<file path="config.mk">
export PLATFORM = sky130hd
export DESIGN_NAME = rr_sel3_gen
export DESIGN_NICKNAME = d
export VERILOG_FILES = /design/src/rtl/rr_sel3_gen.sv
export SDC_FILE = /design/constraint.sdc
export NUM_CORES = 1
export LEC_CHECK = 0
export CAP_MARGIN = 20
export CORE_MARGIN = 2
export CORE_UTILIZATION = 41
export CTS_CLUSTER_SIZE = 10
export DETAILED_ROUTE_END_ITERATION = 7
export PLACE_DENSITY_LB_ADDON = 0.12
export REMOVE_ABC_BUFFERS = 1
export SLEW_MARGIN = 5
export SYNTH_ARGS = -nofsm -noshare
export SYNTH_HDL_FRONTEND = slang
export SYNTH_SLANG_ARGS = --single-unit
</file>
<file path="constraint.sdc">
create_clock -name clk -period 4 [get_ports clk]
set_input_delay 0.8 -clock clk [delete_from_list [all_inputs] [get_ports clk]]
set_output_delay 0.8 -clock clk [all_outputs]
set_load 0.005 [all_outputs]
</file>
<file path="src/rtl/rr_sel3_gen.sv">
// -----------------------------------------------------------------------------
// rr_sel3_gen
//
// Three-way round-robin arbiter that produces registered one-hot select lines
// for a downstream AO222 and-or mux. gnt[0]/gnt[1]/gnt[2] drive the AO222
// IN2/IN4/IN6 pins; din0/din1/din2 drive IN1/IN3/IN5. A local copy of the
// and-or result is also exposed as dout, qualified by valid_out/ready_in.
//
// A hold-timeout counter force-releases a grant whose sink never accepts, so a
// stalled consumer cannot lock the mux onto a single requester.
//
// Parameters
//   W         data width per requester
//   HOLD_MAX  max cycles a grant waits for ready_in before forced release;
//             0 disables the timeout
//
// Ports
//   clk        in   1  rising-edge clock
//   rstb       in   1  asynchronous active-low reset
//   req        in   3  request per requester, held until ack
//   din0..2    in   W  requester data
//   ready_in   in   1  sink accepts dout this cycle
//   gnt        out  3  registered one-hot (or zero) mux select
//   valid_out  out  1  dout valid, equals |gnt
//   dout       out  W  and-or of the selected data (combinational from gnt)
//   ack        out  3  1-cycle pulse to the requester whose transfer was taken
//   timeout    out  1  1-cycle pulse when a grant is force-released
// -----------------------------------------------------------------------------
module rr_sel3_gen #(
  parameter int W        = 8,
  parameter int HOLD_MAX = 15
) (
  input  logic         clk,
  input  logic         rstb,
  input  logic [2:0]   req,
  input  logic [W-1:0] din0,
  input  logic [W-1:0] din1,
  input  logic [W-1:0] din2,
  input  logic         ready_in,
  output logic [2:0]   gnt,
  output logic         valid_out,
  output logic [W-1:0] dout,
  output logic [2:0]   ack,
  output logic         timeout
);

  // Hold counter only needs to reach HOLD_MAX-1; keep at least one bit so the
  // design still elaborates when the timeout is disabled.
  localparam int CW = (HOLD_MAX < 1) ? 1 : $clog2(HOLD_MAX + 1);
  localparam bit HOLD_EN = (HOLD_MAX != 0);
  localparam logic [CW-1:0] HCNT_LAST = CW'((HOLD_MAX == 0) ? 0 : HOLD_MAX - 1);

  typedef enum logic {
    IDLE = 1'b0,
    BUSY = 1'b1
  } state_t;

  state_t        state_reg;
  logic [2:0]    gnt_reg;
  logic [1:0]    ptr_reg;
  logic [CW-1:0] hcnt_reg;
  logic [2:0]    ack_reg;
  logic          timeout_reg;

  // ---------------------------------------------------------------------------
  // Round-robin pick: rotate the request vector so the priority pointer lands
  // on bit 0, isolate the lowest set bit, then rotate back. ptr is only ever
  // 0..2; the default arm also covers the unreachable value 3.
  // ---------------------------------------------------------------------------
  function automatic logic [2:0] rr_pick(input logic [2:0] r, input logic [1:0] p);
    logic [2:0] rot;
    logic [2:0] sel;
    logic [2:0] res;
    case (p)
      2'd1:    rot = {r[0], r[2], r[1]};
      2'd2:    rot = {r[1], r[0], r[2]};
      default: rot = r;
    endcase
    sel = rot & (~rot + 3'd1);
    case (p)
      2'd1:    res = {sel[1], sel[0], sel[2]};
      2'd2:    res = {sel[0], sel[2], sel[1]};
      default: res = sel;
    endcase
    return res;
  endfunction

  // Index of the current grant and the pointer value that follows it.
  logic [1:0] gnt_idx;
  logic [1:0] ptr_after;

  always_comb begin
    gnt_idx = 2'd0;
    if (gnt_reg[1]) gnt_idx = 2'd1;
    if (gnt_reg[2]) gnt_idx = 2'd2;
  end

  assign ptr_after = (gnt_idx == 2'd2) ? 2'd0 : gnt_idx + 2'd1;

  // Fresh decision from IDLE, and the back-to-back decision taken on accept:
  // the requester just served is masked out for that one decision, and the
  // search starts after it.
  logic [2:0] idle_pick;
  logic [2:0] next_pick;

  assign idle_pick = rr_pick(req, ptr_reg);
  assign next_pick = rr_pick(req & ~gnt_reg, ptr_after);

  // Busy-state events, in decreasing priority.
  logic req_held;
  logic do_accept;
  logic do_abort;
  logic do_timeout;

  assign req_held   = |(req & gnt_reg);
  assign do_accept  = ready_in;
  assign do_abort   = !req_held && !ready_in;
  assign do_timeout = HOLD_EN && (hcnt_reg == HCNT_LAST);

  // ---------------------------------------------------------------------------
  // Arbiter state machine. All outputs that feed the mux select are registered
  // so the select lines only move on clock edges.
  // ---------------------------------------------------------------------------
  always_ff @(posedge clk or negedge rstb) begin
    if (!rstb) begin
      state_reg   <= IDLE;
      gnt_reg     <= 3'b000;
      ptr_reg     <= 2'd0;
      hcnt_reg    <= '0;
      ack_reg     <= 3'b000;
      timeout_reg <= 1'b0;
    end else begin
      // Pulses default low every cycle.
      ack_reg     <= 3'b000;
      timeout_reg <= 1'b0;

      case (state_reg)
        IDLE: begin
          hcnt_reg <= '0;
          gnt_reg  <= idle_pick;
          if (|req) begin
            state_reg <= BUSY;
          end
        end

        BUSY: begin
          if (do_accept) begin
            ack_reg   <= gnt_reg;
            ptr_reg   <= ptr_after;
            hcnt_reg  <= '0;
            gnt_reg   <= next_pick;
            state_reg <= (|next_pick) ? BUSY : IDLE;
          end else if (do_abort) begin
            // Requester withdrew: drop the grant, leave priority where it was.
            gnt_reg   <= 3'b000;
            hcnt_reg  <= '0;
            state_reg <= IDLE;
          end else if (do_timeout) begin
            // Stalled sink: release and move priority past the stuck requester.
            gnt_reg     <= 3'b000;
            timeout_reg <= 1'b1;
            ptr_reg     <= ptr_after;
            hcnt_reg    <= '0;
            state_reg   <= IDLE;
          end else if (HOLD_EN && (hcnt_reg != {CW{1'b1}})) begin
            hcnt_reg <= hcnt_reg + 1'b1;
          end
        end

        default: begin
          state_reg <= IDLE;
          gnt_reg   <= 3'b000;
          hcnt_reg  <= '0;
        end
      endcase
    end
  end

  // ---------------------------------------------------------------------------
  // Local and-or mux mirroring the AO222: each lane is gated by its own select.
  // ---------------------------------------------------------------------------
  logic [W-1:0] din_arr  [3];
  logic [W-1:0] lane_arr [3];

  assign din_arr[0] = din0;
  assign din_arr[1] = din1;
  assign din_arr[2] = din2;

  genvar gi;
  generate
    for (gi = 0; gi < 3; gi++) begin : g_lane
      assign lane_arr[gi] = din_arr[gi] & {W{gnt_reg[gi]}};
    end
  endgenerate

  assign dout      = lane_arr[0] | lane_arr[1] | lane_arr[2];
  assign gnt       = gnt_reg;
  assign valid_out = |gnt_reg;
  assign ack       = ack_reg;
  assign timeout   = timeout_reg;

endmodule

</file>
# Yosys cells after proc, flatten, opt, wreduce, memory -nomap -nowiden
# Index checks and enable logic that the tools add are counted.
# Widths: inputs -> output; s select.
word_totals:
  register_bits: 14
  inputBits: 30
  output_inout_bits: 16
  wordCells: 73
classes:
  n_addsub: 4
  n_eq_ne: 10
  muxes: 31
  bitwise_logic: 13
  reduce_logical: 9
ops:
  columns: ["cell", "n"]
  rows:
  - ["$pmux 3 s2", 5]
  - ["$and 8x8->8", 3]
  - ["$mux 4", 4]
  - ["$or 8x8->8", 2]
  - ["$mux 3", 5]
  - ["$and 3x3->3", 4]
  - ["$reduce_or 3->1", 4]
  - ["$mux 1", 10]
  - ["$mux 2", 5]
  - ["$not 3->3", 3]
  - ["$pmux 4 s2", 1]
  - ["$add 3x1->3 const B", 2]
  - ["$eq 2x2->1 const B", 3]
  - ["$ne 5x2->1 const B", 1]
  - ["$add 4x1->4 const B", 1]
  - ["$eq 2x1->1 const B", 2]
  - ["$eq 4x4->1 const B", 1]
  - ["$ne 4x2->1 const B", 1]
  - ["$ne 4x4->1 const B", 1]
  - ["$reduce_and 3->1", 1]
  - ["$add 2x1->2 const B", 1]
  - ["$logic_not 1->1", 2]
  - ["$ne 2x2->1 const B", 1]
  - ["$pmux 1 s2", 1]
  - ["3 further kinds", 3]

# Logic depth before layout (Yosys ltp)
depth:
  word_depth: 14
  ltp_mapped: 6
  ltp_nobuf: 6

# Worst setup path before layout
# Ideal clock, no wire load.
synth_path:
  path_kind: "input port to output port"
  startpoint: "input port din1[0]"
  endpoint: "output port dout[0]"
  arrival_ns: 1.177
  required_ns: 3.200
  path_slack_ns: 2.023
  cell_stages: 2
  n_path_buf: 0
  cell_sequence: "a222oi_1 inv_1"
synth_between:
  elab_chain_len: 3
synth_rtl:
  columns: ["item", "line", "source"]
  rows:
  - ["from (decl)", "37", "input logic [W-1:0] din1,"]
  - ["$and 8x8->8", "192", "assign lane_arr[gi] = din_arr[gi] & {W{gnt_reg[gi]}};"]
  - ["$or 8x8->8 (2 in series)", "196", "assign dout = lane_arr[0] | lane_arr[1] | lane_arr[2];"]
  - ["to (decl)", "42", "output logic [W-1:0] dout,"]
# No other way between the ends.

# Worst setup path after layout
layout_path:
  startpoint: "input port din1[1]"
  endpoint: "output port dout[1]"
# The elaborated chain is that of the path after synthesis.

==> impl_metrics.env <==
export IMPL_pwr_share_clk_pct=13.6
export IMPL_critical_path_arrival_ps=2130
export IMPL_synth_seq_cells=14
export IMPL_ys_top_cells_by_area="sky130_fd_sc_hd__dfrtp_1 (38%), sky130_fd_sc_hd__a222oi_1 (9.7%), sky130_fd_sc_hd__ha_1 (5.4%)"
export IMPL_timing_rr_start="gnt[1]"
export IMPL_fraction_of_layout_instances_using_a_drive_strength_above_1_pct=2.58
export IMPL_global_route_wire_length_before_repair_um=4150
export IMPL_global_route_usage_total_pct=20.8
export IMPL_criticalPathCategory="input pin to output pin"
export IMPL_worstHoldPathType="flip-flop to flip-flop"
export IMPL_chipWidth_um=51.7
export IMPL_setup_worst_path_end="dout[1]"
export IMPL_floorplan_rows=17
export IMPL_synth_top_area_share_pct=37.6
export IMPL_floorplan_io_pins=46
export IMPL_dr_total_vias=991
export IMPL_grt_max_degree=19
export IMPL_area_growth_syn_to_layout_pct=53.2
export IMPL_route_detailed_drc=0
export IMPL_synth_top_cell_by_area="sky130_fd_sc_hd__dfrtp_1"
export IMPL_area_taken_by_multi_input_logic_gates_sq_um=507
export IMPL_final_min_clock_period_ps=2930
export IMPL_mappedNetlistArea_sq_um=932
export IMPL_grt_remaining_overflow=0
export IMPL_post_synth_top_count_cell="sky130_fd_sc_hd__dfrtp_1"
export IMPL_final_seq_area_sq_um=350
export IMPL_slew_headroom_pct=56.1
export IMPL_final_min_period_over_clock_period_pct=73.3
export IMPL_yosys_warnings=0
export IMPL_netlist_top_cells_count="sky130_fd_sc_hd__dfrtp_1 (14), sky130_fd_sc_hd__inv_1 (13), sky130_fd_sc_hd__nor2_1 (12)"
export IMPL_largest_fanout_on_the_critical_path=1
export IMPL_post_cts_setup_buffer_count=0
export IMPL_worstReg2RegEnd="ptr_reg[0]"
export IMPL_synth_edff_count=0
export IMPL_clock_tree_from_tritoncts="done"
export IMPL_p_sw_w=0.000282
export IMPL_grt_pass1_vias=879
export IMPL_nets=190
export IMPL_synth_async_reset_ratio_pct=100
export IMPL_critPathLaunchType="input pin"
export IMPL_routedWlPerCell_um=14.0
export IMPL_clock_sinks=14
export IMPL_cts_max_level=1
export IMPL_dpl_worst_slack_ps=1060
export IMPL_post_cts_resized_instances=0
export IMPL_post_route_util_pct=65.2
export IMPL_rr_worst_depth=4
export IMPL_clk_insertion_delay_late_ps=280
export IMPL_synthesis_area_per_instance_sq_um=8.40
export IMPL_gp_congestion=0.781
export IMPL_status="finished clean"
export IMPL_wl_um=2550
export IMPL_synth_top_flop_cell="sky130_fd_sc_hd__dfrtp_1"
export IMPL_fp_dieArea_sq_um=2670
export IMPL_max_freq_ghz=0.341
export IMPL_first_iter_violations=36
export IMPL_buffer_ports_inserted=45
export IMPL_post_synth_num_cell_types=29
export IMPL_grt_setup_unrepaired="no"
export IMPL_cts_path_max_buffers=2
export IMPL_sequential_power_share_pct=33.9
export IMPL_final_fill_count=190
export IMPL_report_final_slew_viol_count=0
export IMPL_worstPathRequired_ps=3200
export IMPL_antenna_found_initial=0
export IMPL_cts_hold_buf=0
export IMPL_initial_utilization_pct=42.5
export IMPL_detail_route_vias_per_cell=5.42
export IMPL_antenna_diode_count=0
export IMPL_detailed_place_hpwl_um=1940
export IMPL_fin_ws_ps=1070
export IMPL_floorplan_core_area_sq_um=2190
export IMPL_skew_ps=2.55
export IMPL_detail_route_first_pass_iterations=6
export IMPL_maxCapViolations=0
export IMPL_largest_register_ff_count=4
export IMPL_slew_at_the_pin_with_the_worst_max_slew_slack_ps=657
export IMPL_drt_antenna_violating_nets=0
export IMPL_combPwrFrac_pct=52.5
export IMPL_final_setup_tns_ps=0
export IMPL_worst_ir_drop_vdd_mv=0.351
export IMPL_holdWs_ps=560
export IMPL_power_internal_w=0.000464
export IMPL_netSwitchingFraction_pct=37.8
export IMPL_hold_path_depth=2
export IMPL_clockRootBuffer="sky130_fd_sc_hd__clkbuf_4"
export IMPL_clk_pin_slew_worst_paths_ps=80
export IMPL_timing_final_setup_violations=0
export IMPL_power_density_cells_nw_per_um2=523
export IMPL_timing_critical_path_to_type="output pin"
export IMPL_power_leakage_nw=0.644
export IMPL_ff2ff_setup_slack_ps=2090
export IMPL_numCtsBuffers=3
export IMPL_die_height_um=51.7
export IMPL_power_total_w=0.000746
export IMPL_synth_seq_area_share_pct=37.6
export IMPL_crit_start="din1[1]"
export IMPL_post_synth_inst_count=111
export IMPL_report_final_hold_viol_count=0
-- area by class of cell --
cell class,instances,share of cell area (%)
clock buffers,4,2.54
well taps,28,2.45
repair buffers,45,31.6
multi-input cells,79,35.5
flip-flops and latches,14,24.5
inverters,13,3.42
-- per-layer routing --
metal	global-route usage [%]	wire length (um)	vias up
met2	35.9	1320	25
met4	3.95	14	0
met1	26.5	1110	472
met3	5.17	113	2
met5	0	0	-
li1	-	-	492
-- worst min path at each step --
stage / startpoint / slack [ps] / end
6_report: ptr_reg[1] / 560 / ptr_reg[1]
2_1_floorplan: ptr_reg[0] / 490 / ptr_reg[0]
4_1_cts: ptr_reg[0] / 560 / ptr_reg[0]
3_3_place_gp: ptr_reg[0] / 530 / ptr_reg[0]
3_5_place_dp: ptr_reg[0] / 530 / ptr_reg[0]
5_1_grt: ptr_reg[0] / 610 / ptr_reg[0]
-- placed cells by master, fill, tap and decap left out --
cell and n:
sky130_fd_sc_hd__nor3_1 4, sky130_fd_sc_hd__a22oi_1 1, sky130_fd_sc_hd__clkbuf_4 3, sky130_fd_sc_hd__o21ai_0 6
sky130_fd_sc_hd__ha_1 4, sky130_fd_sc_hd__dfrtp_1 14, sky130_fd_sc_hd__mux2i_1 1, sky130_fd_sc_hd__inv_1 13
sky130_fd_sc_hd__o21bai_1 1, sky130_fd_sc_hd__a31oi_1 1, sky130_fd_sc_hd__o211ai_1 2, sky130_fd_sc_hd__clkbuf_8 1
sky130_fd_sc_hd__a21oi_1 4, sky130_fd_sc_hd__nor2_1 12, sky130_fd_sc_hd__a211oi_1 1, sky130_fd_sc_hd__nand3_1 5
sky130_fd_sc_hd__a2111oi_0 1, sky130_fd_sc_hd__nor2b_1 4, sky130_fd_sc_hd__nand2_1 8, sky130_fd_sc_hd__clkdlybuf4s50_1 45
sky130_fd_sc_hd__nor3b_1 2, sky130_fd_sc_hd__nand2b_1 5, sky130_fd_sc_hd__o21ai_1 1, sky130_fd_sc_hd__a311oi_1 1
sky130_fd_sc_hd__and3_1 2, sky130_fd_sc_hd__or2b_1 1, sky130_fd_sc_hd__xnor2_1 1, sky130_fd_sc_hd__a211o_1 1
sky130_fd_sc_hd__mux2_1 1, sky130_fd_sc_hd__a222oi_1 9
-- power by group through the flow --
stage          Clock, W  Combinational [W]  Sequential, W
2_1_floorplan         0           0.000193       0.000232
3_3_place_gp          0           0.000381       0.000252
3_5_place_dp          0           0.000393       0.000255
4_1_cts        0.000106           0.000395       0.000252
5_1_grt        0.000113           0.000436       0.000261
6_report       0.000101           0.000392       0.000253
-- logic make-up after synthesis --
group / Yosys count / share of synthesized area, %
AO/OA/AOI/OAI: 29 / 23.1
XOR/XNOR: 1 / 0.940
adder cells (fa/ha/maj): 4 / 5.37
buffers and inverters: 18 / 8.05
flip-flops: 14 / 37.6
multiplexers: 2 / 2.28
AND/OR/NAND/NOR: 43 / 22.7
-- through the flow --
| step | instance area [sq um] | std cells |
|---|---|---|
| final | 1430 | 183 |
| after global placement | 1390 | 179 |
| after CTS | 1430 | 183 |
| after floorplan | 906 | 106 |
| after detailed placement | 1390 | 179 |
| after global routing | 1430 | 183 |
-- critical path, stage by stage --
cell and delay [ps]:
sky130_fd_sc_hd__clkdlybuf4s50_1 400, sky130_fd_sc_hd__a222oi_1 380, sky130_fd_sc_hd__inv_1 90, sky130_fd_sc_hd__clkdlybuf4s50_1 460
No activity file was read; power rests on OpenSTA's default activity.
